===== src/rtl/pipeline_control_if.sv =====
// Hazard/event requests into the pipeline controller and the latch controls it drives.
// The controller uses the master modport; the pipeline datapath uses the slave modport.
interface pipeline_control_if;
  logic       id_load_use;
  logic       ex_mult_start;
  logic       ex_div_start;
  logic       mem_stall;
  logic       mem_exception;

  logic       pc_hold;
  logic       if_id_hold;
  logic       id_ex_hold;
  logic       ex_mem_hold;
  logic       if_id_flush;
  logic       id_ex_flush;
  logic       ex_mem_flush;
  logic       mem_wb_flush;
  logic       pc_load_exception;
  logic       ex_accept;
  logic       ex_busy;
  logic       ex_done;
  logic [5:0] remaining;

  modport master (
    input  id_load_use, ex_mult_start, ex_div_start, mem_stall, mem_exception,
    output pc_hold, if_id_hold, id_ex_hold, ex_mem_hold,
           if_id_flush, id_ex_flush, ex_mem_flush, mem_wb_flush,
           pc_load_exception, ex_accept, ex_busy, ex_done, remaining
  );

  modport slave (
    output id_load_use, ex_mult_start, ex_div_start, mem_stall, mem_exception,
    input  pc_hold, if_id_hold, id_ex_hold, ex_mem_hold,
           if_id_flush, id_ex_flush, ex_mem_flush, mem_wb_flush,
           pc_load_exception, ex_accept, ex_busy, ex_done, remaining
  );
endinterface


===== src/rtl/pipeline_control.sv =====
// Stall/flush sequencer for the five-stage pipeline: per-latch hold/flush controls plus
// a fixed-length occupancy sequence for multi-cycle multiply/divide in EX.
module pipeline_control #(
  parameter int MUL_CYCLES = 3,
  parameter int DIV_CYCLES = 32
) (
  input  logic                clock,
  input  logic                reset,
  pipeline_control_if.master  bus
);

  typedef enum logic {RUN, MULTI} state_t;

  localparam logic [5:0] MUL_LOAD = 6'(MUL_CYCLES - 1);
  localparam logic [5:0] DIV_LOAD = 6'(DIV_CYCLES - 1);

  state_t     state_q, state_d;
  logic [5:0] count_q, count_d;

  always_ff @(posedge clock) begin
    if (reset) begin
      state_q <= RUN;
      count_q <= 6'd0;
    end else begin
      state_q <= state_d;
      count_q <= count_d;
    end
  end

  always_comb begin
    state_d               = state_q;
    count_d               = count_q;
    bus.pc_hold           = 1'b0;
    bus.if_id_hold        = 1'b0;
    bus.id_ex_hold        = 1'b0;
    bus.ex_mem_hold       = 1'b0;
    bus.if_id_flush       = 1'b0;
    bus.id_ex_flush       = 1'b0;
    bus.ex_mem_flush      = 1'b0;
    bus.mem_wb_flush      = 1'b0;
    bus.pc_load_exception = 1'b0;
    bus.ex_accept         = 1'b0;
    bus.ex_busy           = 1'b0;
    bus.ex_done           = 1'b0;

    if (reset) begin
      bus.if_id_flush  = 1'b1;
      bus.id_ex_flush  = 1'b1;
      bus.ex_mem_flush = 1'b1;
      bus.mem_wb_flush = 1'b1;
      state_d          = RUN;
      count_d          = 6'd0;
    end else if (bus.mem_exception) begin
      // Exception wins in either state and aborts any multi-cycle op without ex_done.
      bus.ex_busy           = (state_q == MULTI);
      bus.if_id_flush       = 1'b1;
      bus.id_ex_flush       = 1'b1;
      bus.ex_mem_flush      = 1'b1;
      bus.mem_wb_flush      = 1'b1;
      bus.pc_load_exception = 1'b1;
      state_d               = RUN;
      count_d               = 6'd0;
    end else begin
      unique case (state_q)
        RUN: begin
          if (bus.mem_stall) begin
            bus.pc_hold      = 1'b1;
            bus.if_id_hold   = 1'b1;
            bus.id_ex_hold   = 1'b1;
            bus.ex_mem_hold  = 1'b1;
            bus.mem_wb_flush = 1'b1;
          end else if (bus.ex_mult_start || bus.ex_div_start) begin
            bus.ex_accept    = 1'b1;
            bus.pc_hold      = 1'b1;
            bus.if_id_hold   = 1'b1;
            bus.id_ex_hold   = 1'b1;
            bus.ex_mem_flush = 1'b1;
            count_d          = bus.ex_mult_start ? MUL_LOAD : DIV_LOAD;
            state_d          = MULTI;
          end else if (bus.id_load_use) begin
            bus.pc_hold     = 1'b1;
            bus.if_id_hold  = 1'b1;
            bus.id_ex_flush = 1'b1;
          end
        end

        MULTI: begin
          bus.ex_busy = 1'b1;
          // A zero count cannot be reached with legal cycle parameters; treat it as release.
          if (count_q <= 6'd1 && !bus.mem_stall) begin
            bus.ex_done = 1'b1;
            state_d     = RUN;
            count_d     = 6'd0;
          end else begin
            bus.pc_hold    = 1'b1;
            bus.if_id_hold = 1'b1;
            bus.id_ex_hold = 1'b1;
            if (bus.mem_stall) begin
              bus.ex_mem_hold  = 1'b1;
              bus.mem_wb_flush = 1'b1;
            end else begin
              bus.ex_mem_flush = 1'b1;
            end
            if (count_q > 6'd1) begin
              count_d = count_q - 6'd1;
            end
          end
        end

        default: begin
          state_d = RUN;
          count_d = 6'd0;
        end
      endcase
    end
  end

  assign bus.remaining = count_q;

endmodule

===== src/flat_wrapper.sv =====
// flat-port wrapper written by rule: the top's interface ports become plain ports
module pipeline_control_flat 
#(
  parameter int MUL_CYCLES = 3,
  parameter int DIV_CYCLES = 32
)
  (clock, reset, bus_id_load_use, bus_ex_mult_start, bus_ex_div_start, bus_mem_stall, bus_mem_exception, bus_pc_hold, bus_if_id_hold, bus_id_ex_hold, bus_ex_mem_hold, bus_if_id_flush, bus_id_ex_flush, bus_ex_mem_flush, bus_mem_wb_flush, bus_pc_load_exception, bus_ex_accept, bus_ex_busy, bus_ex_done, bus_remaining);
  pipeline_control_if bus_i ();
  input  logic clock;
  input  logic reset;
  input wire logic [$bits(bus_i.id_load_use)-1:0] bus_id_load_use;
  input wire logic [$bits(bus_i.ex_mult_start)-1:0] bus_ex_mult_start;
  input wire logic [$bits(bus_i.ex_div_start)-1:0] bus_ex_div_start;
  input wire logic [$bits(bus_i.mem_stall)-1:0] bus_mem_stall;
  input wire logic [$bits(bus_i.mem_exception)-1:0] bus_mem_exception;
  output wire logic [$bits(bus_i.pc_hold)-1:0] bus_pc_hold;
  output wire logic [$bits(bus_i.if_id_hold)-1:0] bus_if_id_hold;
  output wire logic [$bits(bus_i.id_ex_hold)-1:0] bus_id_ex_hold;
  output wire logic [$bits(bus_i.ex_mem_hold)-1:0] bus_ex_mem_hold;
  output wire logic [$bits(bus_i.if_id_flush)-1:0] bus_if_id_flush;
  output wire logic [$bits(bus_i.id_ex_flush)-1:0] bus_id_ex_flush;
  output wire logic [$bits(bus_i.ex_mem_flush)-1:0] bus_ex_mem_flush;
  output wire logic [$bits(bus_i.mem_wb_flush)-1:0] bus_mem_wb_flush;
  output wire logic [$bits(bus_i.pc_load_exception)-1:0] bus_pc_load_exception;
  output wire logic [$bits(bus_i.ex_accept)-1:0] bus_ex_accept;
  output wire logic [$bits(bus_i.ex_busy)-1:0] bus_ex_busy;
  output wire logic [$bits(bus_i.ex_done)-1:0] bus_ex_done;
  output wire logic [$bits(bus_i.remaining)-1:0] bus_remaining;
  assign bus_i.id_load_use = bus_id_load_use;
  assign bus_i.ex_mult_start = bus_ex_mult_start;
  assign bus_i.ex_div_start = bus_ex_div_start;
  assign bus_i.mem_stall = bus_mem_stall;
  assign bus_i.mem_exception = bus_mem_exception;
  assign bus_pc_hold = bus_i.pc_hold;
  assign bus_if_id_hold = bus_i.if_id_hold;
  assign bus_id_ex_hold = bus_i.id_ex_hold;
  assign bus_ex_mem_hold = bus_i.ex_mem_hold;
  assign bus_if_id_flush = bus_i.if_id_flush;
  assign bus_id_ex_flush = bus_i.id_ex_flush;
  assign bus_ex_mem_flush = bus_i.ex_mem_flush;
  assign bus_mem_wb_flush = bus_i.mem_wb_flush;
  assign bus_pc_load_exception = bus_i.pc_load_exception;
  assign bus_ex_accept = bus_i.ex_accept;
  assign bus_ex_busy = bus_i.ex_busy;
  assign bus_ex_done = bus_i.ex_done;
  assign bus_remaining = bus_i.remaining;
  pipeline_control #(.MUL_CYCLES(MUL_CYCLES), .DIV_CYCLES(DIV_CYCLES)) u_core (.clock(clock), .reset(reset), .bus(bus_i));
endmodule

===== config.mk =====
export PLATFORM = sky130hd
export DESIGN_NAME = pipeline_control_flat
export DESIGN_NICKNAME = d
export VERILOG_FILES = /design/src/rtl/pipeline_control_if.sv /design/src/rtl/pipeline_control.sv /design/src/flat_wrapper.sv
export SDC_FILE = /design/constraint.sdc
export NUM_CORES = 1
export LEC_CHECK = 0
export ABC_AREA = 0
export CAP_MARGIN = 30
export CORE_ASPECT_RATIO = 0.9
export CORE_MARGIN = 5
export CORE_UTILIZATION = 36
export DETAILED_ROUTE_END_ITERATION = 12
export PLACE_DENSITY = 0.82
export RECOVER_POWER = 50
export SETUP_SLACK_MARGIN = 0.3
export SYNTH_ARGS = -nofsm -noshare
export SYNTH_HDL_FRONTEND = slang
export SYNTH_SLANG_ARGS = --single-unit

===== constraint.sdc =====
create_clock -name clock -period 2.3 [get_ports clock]
set_clock_uncertainty 0.15 [all_clocks]
set_input_delay 0.69 -clock clock [delete_from_list [all_inputs] [get_ports clock]]
set_output_delay 0.69 -clock clock [all_outputs]
set_load 0.005 [all_outputs]

---- After elaboration in Yosys (flattened, before gate mapping) ----
Index checks and enable logic that the tools add are counted.
Widths: inputs -> output; s select.
operators by class
  $add $sub $neg .......................... 1
  multipliers ............................. 0
  divide/modulo/power cells ............... 0
  order comparisons ....................... 2
  equality and inequality tests ........... 3
  shift-type cells ........................ 0
  muxes and demuxes ....................... 50
  bitwise operators ....................... 1
  reduce and logical (&&, ||, !) cells .... 5
operators with widths
  operator             number
  $mux 1               39
  $mux 6               4
  $pmux 6 s2           1
  $pmux 1 s2           5
  $gt 6x1->1 const B   1
  $le 6x1->1 const B   1
  $sub 6x1->6 const B  1
  $mux 5               1
  $ne 3x3->1 const B   1
  $reduce_and 3->1     1
  $ne 2x1->1 const B   1
  $ne 2x2->1 const B   1
  $reduce_or 2->1      1
  $logic_and 1x1->1    1
  $logic_not 1->1      1
  $logic_or 1x1->1     1
  $not 1->1            1
storage, ports and cells
  register bits ........................... 7
  bits in latches ......................... 0
  bits in writable memories ............... 0
  memory bits (read-only) ................. 0
  input port bits ......................... 7
  output and inout bits ................... 18
  logic and storage cells ................. 64
  memories ................................ 0

---- Logic depth before layout (Yosys ltp) ----
  word-level depth ........................ 6
  mapped depth ............................ 7
  mapped depth without buffers ............ 6

---- Worst setup path after synthesis ----
No wires, ideal clock.
  path type ............................... register to output
  start point ............................. register u_core.count_q[0], in the netlist u_core.bus.remaining[0]
  end point ............................... output bus_pc_hold
  data arrival time ....................... 1.555 ns
  data required time ...................... 1.460 ns
  setup slack ............................. -0.095 ns
  cell stages (with the launch flop) ...... 8
  path buffers ............................ 1
  cells stage by stage .................... dfxtp_1 > inv_1 > ha_1 > or2_1 > and2_1 > a21oi_1 > o21a_1 > buf_4
between the ends
  longest elaborated chain between the ends .. 6
RTL lines
  what                    line                    text
  start, declared         pipeline_control.sv:18  logic [5:0] count_q, count_d;
  start signal, assigned  pipeline_control.sv:26  count_q <= count_d;
  $le 6x1->1              pipeline_control.sv:90  if (count_q <= 6'd1 && !bus.mem_stall) begin
  $logic_and 1x1->1       pipeline_control.sv:90
  $mux 1                  --
  $pmux 1 s2              --
  $mux 1 (2 in series)    --
  end, declared           flat_wrapper.sv:16      output wire logic [$bits(bus_i.pc_hold)-1:0] bus_pc_hold;
No other way between the ends.

---- Worst setup path in the final report ----
  start point ............................. register u_core.count_q[1], in the netlist u_core.bus.remaining[1]
  end point ............................... output bus_id_ex_hold
between the ends
  longest elaborated chain between the ends .. 6
RTL lines
  what               line                    text
  $le 6x1->1         pipeline_control.sv:90
  $logic_and 1x1->1  pipeline_control.sv:90
  $mux 1             pipeline_control.sv:90
  $pmux 1 s2         pipeline_control.sv:64  unique case (state_q)
  $mux 1             pipeline_control.sv:53  end else if (bus.mem_exception) begin
  $mux 1             pipeline_control.sv:46  if (reset) begin
  end, declared      flat_wrapper.sv:18      output wire logic [$bits(bus_i.id_ex_hold)-1:0] bus_id_ex_hold;
No other way between the ends.

==> summary.md <==
| Metric | Value |
|---|---|
| Fraction of layout cells with a size suffix above 1 | 62.3% |
| Main combinational cell family by area after synthesis | compound AO/OA/AOI/OAI gates |
| Post-synth top cells | dfxtp_1, a21oi_1, nor2_1 |
| CTS tree | built |
| Worst Path Buf+Inv | 2 |
| Period Utilization, post-route | 106% |
| Post-layout minimum cycle time | 2.43 ns |
| Final setup fails | 6 |
| Post-layout net count | 140 |
| Post-synthesis average cell area | 7.85 um2 |
| Area delta synth->final | 105% |
| Leakage power | 0.534 nW |
| Vias | 855 |
| ANT nets after route | 0 |
| Antenna violations before repair | 0 |
| DRT Wirelength | 2500 um |
| Pin count of the biggest net entering global routing | 9 |
| Status | finished with violations |
| Vias in the first global route | 852 |
| Die Y | 47.9 um |
| Post-route cell area | 1180 um2 |
| Cell Rows | 13 |
| RSZ-0062 raised after global routing | true |
| Hold crit path type | flop to flop |
| DR pass1 iterations | 4 |
| Highest Clock Rate | 411 MHz |
| Syn. warnings | 0 |
| Die footprint | 2490 um2 |
| Post-CTS Hold Buffers | 0 |
| Multi-input logic area | 474 um2 |
| Prevailing post-synth register cell | dfxtp_1 |
| CTS Root Cell | clkbuf_4 |
| CP peak stage delay | 0.35 ns |
| Mapped cell area | 573 um2 |
| Kind of critical path | flop to output port |
| First-pass GRT wire length | 3820 um |
| Hold Fails Final Rpt | 0 |
| Initial Util | 38.7% |
| Clock buffer count from CTS | 3 |
| MaxCap Viol Count | 0 |
| Post-synth top area share | 24.5% |
| Fillers | 96 |
| DR WL/cell | 16.4 um |
| Post-synthesis sequential area ratio | 24.5% |
| Worst skew pair latency | 0.27 ns |
| Synth Register Bits | 7 |
| Total clock sinks | 7 |
| DR DRC count | 0 |
| Multiplexer share of the synthesized area | 1.75% |
| Post-Synth Adder-Cell Area | 4.37% |
| Worst-path fanout max | 4 |
| H-tree Lvls | 1 |
| Worst Path Required | 1.46 ns |
| ANT cells | 0 |
| Syn_nets | 82 |
| Mapped Cells | 73 |
| I/O Buffers | 24 |
| Die width | 52.1 um |
| Delay-heaviest family, CP | simple AND/OR/NAND/NOR gates |
| Post-synth EDFFs | 0 |
| Reg area | 154 um2 |
| Most common cell in the synthesized netlist | dfxtp_1 |
| Yosys cell types | 37 |
| Power Density | 385 nW/um2 |
| Largest cells by area after synthesis | dfxtp_1, a21oi_1, ha_1, nor4_4, nor2_1 |
| Cell Chain, Critical Path | inv_4 -> ha_2 -> or2_4 -> and2_4 -> a21oi_2 -> o21a_1 -> buf_2 |
| Leading area contributor after synthesis | dfxtp_1 |
| Clock buffer depth | 2 |
| Worst VDD drop | 0.000291 V |
| Crit path DAT | 1.59 ns |
| DRT iter0 DRCs | 27 |
| Failing checks | setup timing |
| Max-slew violations | 0 |
| Hpwl dp | 1530 um |
| Least-Margin Pin Slew | 0.624 ns |
| Relative slew slack | 58.0% |
| Startpoint types | flop |
| CP max stage cell | dfxtp_4 |
| Vias per cell | 5.63 |
| CORE AREA | 1480 um2 |
| Clock transition at path regs | 0.06 ns |
| Post-Synth XOR/XNOR Area | 0% |
| Setup ws final | -0.134 ns |
| Synth async-reset ratio | 0% |
| Complex-gate fraction of the synthesized area | 32.3% |
| Final GP Congestion | 0.859 |
| Endpoint type of the worst setup path | output port |
| Global route total overflow | 0 |
| Area post-placement | 1050 um2 |
| # IOs | 25 |
| Synth Area in Simple Gates | 31.2% |
| All-Layer GR Usage | 21.3% |
| Tot Pwr | 0.453 mW |
## logic make-up (layout without fill, tap and decap cells)
group                      after synthesis  count (layout)
AOI/OAI and AO/OA                       26              26
adders and majority gates                2               2
buffers and inverters                    8              65
DFF                                      7               7
muxes                                    1               1
and+or+nand+nor                         29              29
## power breakdown
part	switching, mW	leakage [nW]	internal (mW)	total, mW
Sequential	0.00744	0.0608	0.126	0.134
Combinational	0.0920	0.459	0.106	0.198
Clock	0.0540	0.0150	0.0668	0.121
Total	0.153	0.534	0.299	0.453
## metal layers
metal  track usage [%]  wire (um)
met5                 0          0
met4              9.42         53
met3              6.54        275
met2              42.1       1260
met1              20.8        915
## final timing paths
path,startpoint,end,slack (ns),cells after the start
max,u_core.bus.remaining[1],bus_id_ex_hold,-0.13,7
min,u_core.bus.remaining[0],u_core.bus.remaining[0],0.43,2
max reg2reg,u_core.bus.remaining[2],u_core.bus.remaining[3],0.21,7
min reg2reg,u_core.bus.remaining[0],u_core.bus.remaining[0],0.43,2
## worst min-delay path, stage by stage, from the launching register on
cell and delay (ns):
dfxtp_4 0.36, buf_4 0.12, a211oi_1 0.06
## registers in the layout, summed over array words and instances, names as in the netlist
name / flops
u_core.state_q: 1
u_core.bus.remaining: 6
## per-stage QoR
step / setup WS [ns] / setup TNS (ns) / hold WS (ns) / utilization (%) / std cells
after CTS: -0.131 / -0.628 / 0.435 / 78.8 / 151
after global routing: -0.204 / -0.972 / 0.447 / 79.5 / 152
after floorplan: 0.147 / 0 / 0.321 / - / 73
after global placement: -0.716 / -8.04 / 0.420 / 70.8 / 136
final: -0.134 / -0.631 / 0.434 / 79.5 / 152
after detailed placement: -0.786 / -8.54 / 0.427 / 70.8 / 136
## cells in the final DEF, fill, tap and decap left out, types with 2 or more instances in the layout
cell | Yosys | routed
a211oi_1 | 2 | 2
and2_4 | 0 | 2
buf_6 | 0 | 15
clkbuf_1 | 2 | 2
a21oi_1 | 5 | 3
buf_8 | 0 | 2
o21ai_0 | 3 | 3
dfxtp_4 | 0 | 2
or3_1 | 3 | 2
dfxtp_2 | 0 | 5
o31ai_1 | 1 | 2
inv_4 | 0 | 2
nand2_1 | 4 | 3
dlygate4sd2_1 | 0 | 7
nor2_1 | 5 | 3
buf_4 | 1 | 21
o21ai_1 | 3 | 3
clkbuf_4 | 0 | 3
a21oi_2 | 2 | 4
nor3_4 | 0 | 2
inv_1 | 4 | 2
o21a_1 | 2 | 2
a311oi_1 | 2 | 2
buf_2 | 0 | 10
nor2_4 | 0 | 2
## what timing repair did
item,in CTS,in global routing
pin swaps,13,5
gates resized for setup,104,6
setup endpoints to repair,23,11
setup buffers,11,1
## cell type report
| type | instances | area share [%] |
|---|---|---|
| well taps | 22 | 2.34 |
| multi-input cells | 58 | 40.3 |
| repair buffers | 56 | 40.1 |
| flip-flops and latches | 7 | 13.1 |
| clock buffers | 4 | 2.23 |
| inverters | 5 | 2.02 |
Note: power is estimated with default switching activity, not from simulation.
